--- src/rtl/sync_deglitch.sv ---
// sync_deglitch: glitch filter for an already-synchronized level.
// DOUT follows DIN only after FILTER_CYCLES consecutive samples that differ
// from it. The block emits one-cycle RISE/FALL/GLITCH strobes and keeps a
// saturating count of qualified rising edges. It adds no CDC stages.
module sync_deglitch #(
    parameter logic INIT          = 1'b0,
    parameter int   FILTER_CYCLES = 4,
    parameter int   CNT_WIDTH     = 8
) (
    input  logic                 CLK,
    input  logic                 RST,
    input  logic                 DIN,
    input  logic                 EVT_CLR,
    output logic                 DOUT,
    output logic                 RISE,
    output logic                 FALL,
    output logic                 GLITCH,
    output logic                 BUSY,
    output logic [CNT_WIDTH-1:0] EVT_CNT
);

    // Wide enough to hold FILTER_CYCLES itself, and never narrower than one bit.
    localparam int QW = $clog2(FILTER_CYCLES + 1);
    localparam logic [QW-1:0] QUAL_LAST = QW'(FILTER_CYCLES - 1);

    // Reject illegal parameter values while the design is being elaborated.
    if (FILTER_CYCLES < 1 || FILTER_CYCLES > 255 || CNT_WIDTH < 1 || CNT_WIDTH > 32) begin : g_bad_param
        $fatal(1, "Attribute Syntax Error: FILTER_CYCLES must be 1..255 and CNT_WIDTH 1..32");
    end

    typedef enum logic {
        STABLE = 1'b0,
        QUAL   = 1'b1
    } state_t;

    state_t               state_q, state_d;
    logic [QW-1:0]        qual_cnt_q, qual_cnt_d;
    logic                 dout_q, dout_d;
    logic                 rise_q, rise_d;
    logic                 fall_q, fall_d;
    logic                 glitch_q, glitch_d;
    logic [CNT_WIDTH-1:0] evt_cnt_q, evt_cnt_d;
    logic                 differs;

    // Saturating increment: an all-ones count stays where it is.
    function automatic logic [CNT_WIDTH-1:0] sat_inc(input logic [CNT_WIDTH-1:0] v);
        return (&v) ? v : v + CNT_WIDTH'(1);
    endfunction

    // Next-state logic: qualification FSM, strobes and event counter.
    always_comb begin
        state_d    = state_q;
        qual_cnt_d = qual_cnt_q;
        dout_d     = dout_q;
        rise_d     = 1'b0;
        fall_d     = 1'b0;
        glitch_d   = 1'b0;
        differs    = (DIN != dout_q);

        case (state_q)
            STABLE: begin
                if (differs) begin
                    if (FILTER_CYCLES == 1) begin
                        // A single differing sample is enough, so DOUT flips on this edge.
                        dout_d = ~dout_q;
                        rise_d = ~dout_q;
                        fall_d = dout_q;
                    end else begin
                        state_d    = QUAL;
                        qual_cnt_d = QW'(1);
                    end
                end
            end
            QUAL: begin
                if (!differs) begin
                    // DIN fell back before qualifying, so this pulse is rejected.
                    state_d    = STABLE;
                    qual_cnt_d = '0;
                    glitch_d   = 1'b1;
                end else if (qual_cnt_q == QUAL_LAST) begin
                    dout_d     = ~dout_q;
                    rise_d     = ~dout_q;
                    fall_d     = dout_q;
                    state_d    = STABLE;
                    qual_cnt_d = '0;
                end else begin
                    qual_cnt_d = qual_cnt_q + QW'(1);
                end
            end
            default: begin
                state_d    = STABLE;
                qual_cnt_d = '0;
            end
        endcase

        // A clear that coincides with a rise still counts that rise.
        if (EVT_CLR) begin
            evt_cnt_d = rise_d ? CNT_WIDTH'(1) : '0;
        end else if (rise_d) begin
            evt_cnt_d = sat_inc(evt_cnt_q);
        end else begin
            evt_cnt_d = evt_cnt_q;
        end
    end

    // State and output registers; reset overrides everything and aborts qualification silently.
    always_ff @(posedge CLK) begin
        if (RST) begin
            state_q    <= STABLE;
            qual_cnt_q <= '0;
            dout_q     <= INIT;
            rise_q     <= 1'b0;
            fall_q     <= 1'b0;
            glitch_q   <= 1'b0;
            evt_cnt_q  <= '0;
        end else begin
            state_q    <= state_d;
            qual_cnt_q <= qual_cnt_d;
            dout_q     <= dout_d;
            rise_q     <= rise_d;
            fall_q     <= fall_d;
            glitch_q   <= glitch_d;
            evt_cnt_q  <= evt_cnt_d;
        end
    end

    assign DOUT    = dout_q;
    assign RISE    = rise_q;
    assign FALL    = fall_q;
    assign GLITCH  = glitch_q;
    assign BUSY    = (state_q == QUAL);
    assign EVT_CNT = evt_cnt_q;

endmodule
--- config.mk ---
export PLATFORM = sky130hd
export DESIGN_NAME = sync_deglitch
export DESIGN_NICKNAME = d
export VERILOG_FILES = /design/src/rtl/sync_deglitch.sv
export SDC_FILE = /design/constraint.sdc
export NUM_CORES = 1
export LEC_CHECK = 0
export CAP_MARGIN = 20
export CORE_MARGIN = 4
export CORE_UTILIZATION = 42
export CTS_CLUSTER_SIZE = 16
export DETAILED_ROUTE_END_ITERATION = 7
export MAX_ROUTING_LAYER = met4
export PLACE_DENSITY = 0.72
export SYNTH_ARGS = -nofsm -noshare
export SYNTH_HDL_FRONTEND = slang
export SYNTH_SLANG_ARGS = --single-unit
--- constraint.sdc ---
create_clock -name CLK -period 1.68 [get_ports CLK]
set_input_delay 0.336 -clock CLK [delete_from_list [all_inputs] [get_ports CLK]]
set_output_delay 0.336 -clock CLK [all_outputs]
set_load 0.01 [all_outputs]
==> impl_metrics.toml <==
[floorplanning]
die_w_um = 49.2
start_util = 0.457
fp.dieH_um = 49.2
core_region_area_um2 = 1560
pin_count = 17
die_area_um2 = 2420
fp-row-count = 14

[synthesis]
postSynthCellCount = 77
ys_seq_area_frac = 0.449
yosys_register_bits = 16
syn_avg_cell_area_um2 = 9.26
yosys_most_used_dff = "dfxtp_1"
syn-num-nets = 83
synth_cell_type_count = 30
async_flop_share = 0
synth_edf_count = 0
syn_area_um2 = 713
yosys_warnings = 0

[sta]
fin_crit_ns = 1.65
final.setup_skew_ns = 0.00826
period_share = 0.983
timing.fmax_ghz = 0.606
tns_ns = 0
hold_viol = 0
slew-limit-headroom = 0.768
worst_slew_pin_slew_ns = 0.345
rsz0062_at_grt = "yes"
setup_viol = 0
hold_slack_ns = 0.474
slew_viol_final = 0

[route]
routed_wl_um = 1560
drt-pass1-iter-count = 2
ant_nets = 0
drc = 0
via_count = 658
drt_iter0_drc = 8
viasPerCell = 5.53
wire_per_inst_um = 13.1

[worst_setup_path]
rr_worst_depth = 5
end_kind = "register"
critical_path_required_ns = 1.91
crit_fanout = 6
crit_path_start_kind = "register"
critPathArrivalTime_ns = 1.88
r2r_slack_ns = 0.03
reg2reg_to = "EVT_CNT[2]"
worstSetupPathType = "register to register"
r2r-start = "EVT_CNT[1]"

[clock_tree]
root_buffer = "clkbuf_4"
tritoncts = "done"
cts_setup_buffers = 0
clk_latency_ns = 0.29
clk_transition_reported_paths_ns = 0.10
cts_sinks = 16
htreeDepth = 1
clock_path_buffers = 2
ctsHoldBuffers = 0
cts_buffers = 3

[global_route]
grt_max_degree = 10
grt_pass1_wl_um = 2770
grt.total_usage = 0.150
antenna_found_initial = 0
grt_pass1_vias = 661
overflow = 0

[layout]
nets = 110
antenna_cells = 0
layout_commonest_cell = "clkdlybuf4s50_1"
drive_gt1_frac = 0.301
layout_common_cells = "14 x clkdlybuf4s50_1, 10 x dfxtp_1, 9 x buf_4"
area_growth_pct = 48.1
final_area_um2 = 1060

[power]
seqPwrFrac = 0.557
net-switching-power_uw = 154
ir_drop_v = 0.000428
p_per_area_nw_per_um2 = 658
p_clk_frac = 0.375
power_leakage_uw = 0.000432
p_int_uw = 541
p_sw_frac = 0.222
pwr-share-comb = 0.069

[placement]
placedInstanceArea_um2 = 966
place_congestion = 0.798
port_buffers = 16
hpwl_um = 1150

[worst_hold_path]
min_path_type = "register to register"
holdPathStages = 2
min_to = "qual_cnt_q[1]"
hold_path_startpoint = "qual_cnt_q[1]"

[run_status]
status = "finished, final reports clean"

[run]
drv_cap = 0
[area by class of cell]
class	count	area [um2]
inverter	1	3.75
tap	16	20.0
clock buffer	4	36.3
fill	135	503
multi-input combinational	57	433
timing repair buffer	25	233
sequential	16	330
[power groups by stage]
| stage | clock network (uW) | logic, uW | registers, uW |
|---|---|---|---|
| final | 261 | 47.7 | 387 |
| after global placement | 0 | 45.4 | 394 |
| after floorplan | 0 | 19.0 | 396 |
| after global routing | 291 | 53.7 | 388 |
| after CTS | 267 | 47.7 | 386 |
| after detailed placement | 0 | 46.9 | 394 |
[cell families (layout without fill, tap and decap cells)]
kind of cell	after synthesis	count (layout)	share of synthesized area
AND/OR/NAND/NOR	34	34	0.298
AO/OA/AOI/OAI	18	18	0.154
XOR/XNOR	1	1	0.0123
buffers and inverters	4	30	0.0228
adder cells (fa/ha/maj)	2	2	0.0351
flip-flops	16	16	0.449
multiplexers	2	2	0.0281
[metrics by stage]
step | std cells | setup WS (ns) | total power (uW) | util
floorplan | 77 | 0.0317 | 415 | -
global placement | 115 | -0.230 | 439 | 0.620
detailed placement | 115 | -0.284 | 441 | 0.620
CTS | 119 | 0.0103 | 701 | 0.652
global route | 119 | -0.0432 | 733 | 0.677
finish | 119 | 0.0293 | 695 | 0.677
[metal layers]
layer | GRT usage | wire, um
met4 | 0.0995 | 35
met1 | 0.186 | 796
met3 | 0.0398 | 51
met2 | 0.212 | 680
met5 | - | 0
[synthesized netlist by cell type, types with 2 or more instances]
library cell | instances | area [um2]
nand3_1 | 3 | 15.0
nor3b_1 | 2 | 15.0
nor2_1 | 5 | 18.8
and3_1 | 2 | 12.5
o31ai_1 | 3 | 22.5
nand2_1 | 4 | 15.0
ha_1 | 2 | 25.0
dfxtp_1 | 16 | 320
clkbuf_1 | 2 | 7.51
a21oi_1 | 7 | 35.0
o21ai_0 | 4 | 20.0
or3_1 | 5 | 31.3
nand2b_1 | 3 | 18.8
mux2i_1 | 2 | 20.0
nand4_1 | 2 | 12.5
[worst max-delay path: stages, from the launching register on]
cell and delay [ns]:
dfxtp_4 0.38, ha_4 0.17, and3_4 0.17, a311o_1 0.41, or3_4 0.35, a21oi_2 0.11
[worst max path at each step]
| stage | from | end |
|---|---|---|
| 2_1_floorplan | EVT_CNT[1] | EVT_CNT[4] |
| 3_3_place_gp | DIN | EVT_CNT[5] |
| 3_5_place_dp | DIN | EVT_CNT[5] |
| 4_1_cts | qual_cnt_q[0] | EVT_CNT[5] |
| 5_1_grt | EVT_CNT[1] | EVT_CNT[2] |
| 6_report | EVT_CNT[1] | EVT_CNT[2] |
[registers in the layout, summed over array words and instances, names as in the netlist]
name and cells:
BUSY 1, DOUT 1, EVT_CNT 8, FALL 1
GLITCH 1, RISE 1, qual_cnt_q 3
[repair_timing]
item / CTS / global route
endpoints found under the setup margin: 2 / 8
gates resized for setup: 3 / 13
pin swaps: 1 / 7
endpoints found under the hold margin: 0 / 0
Power figures use the tool's default switching activity.
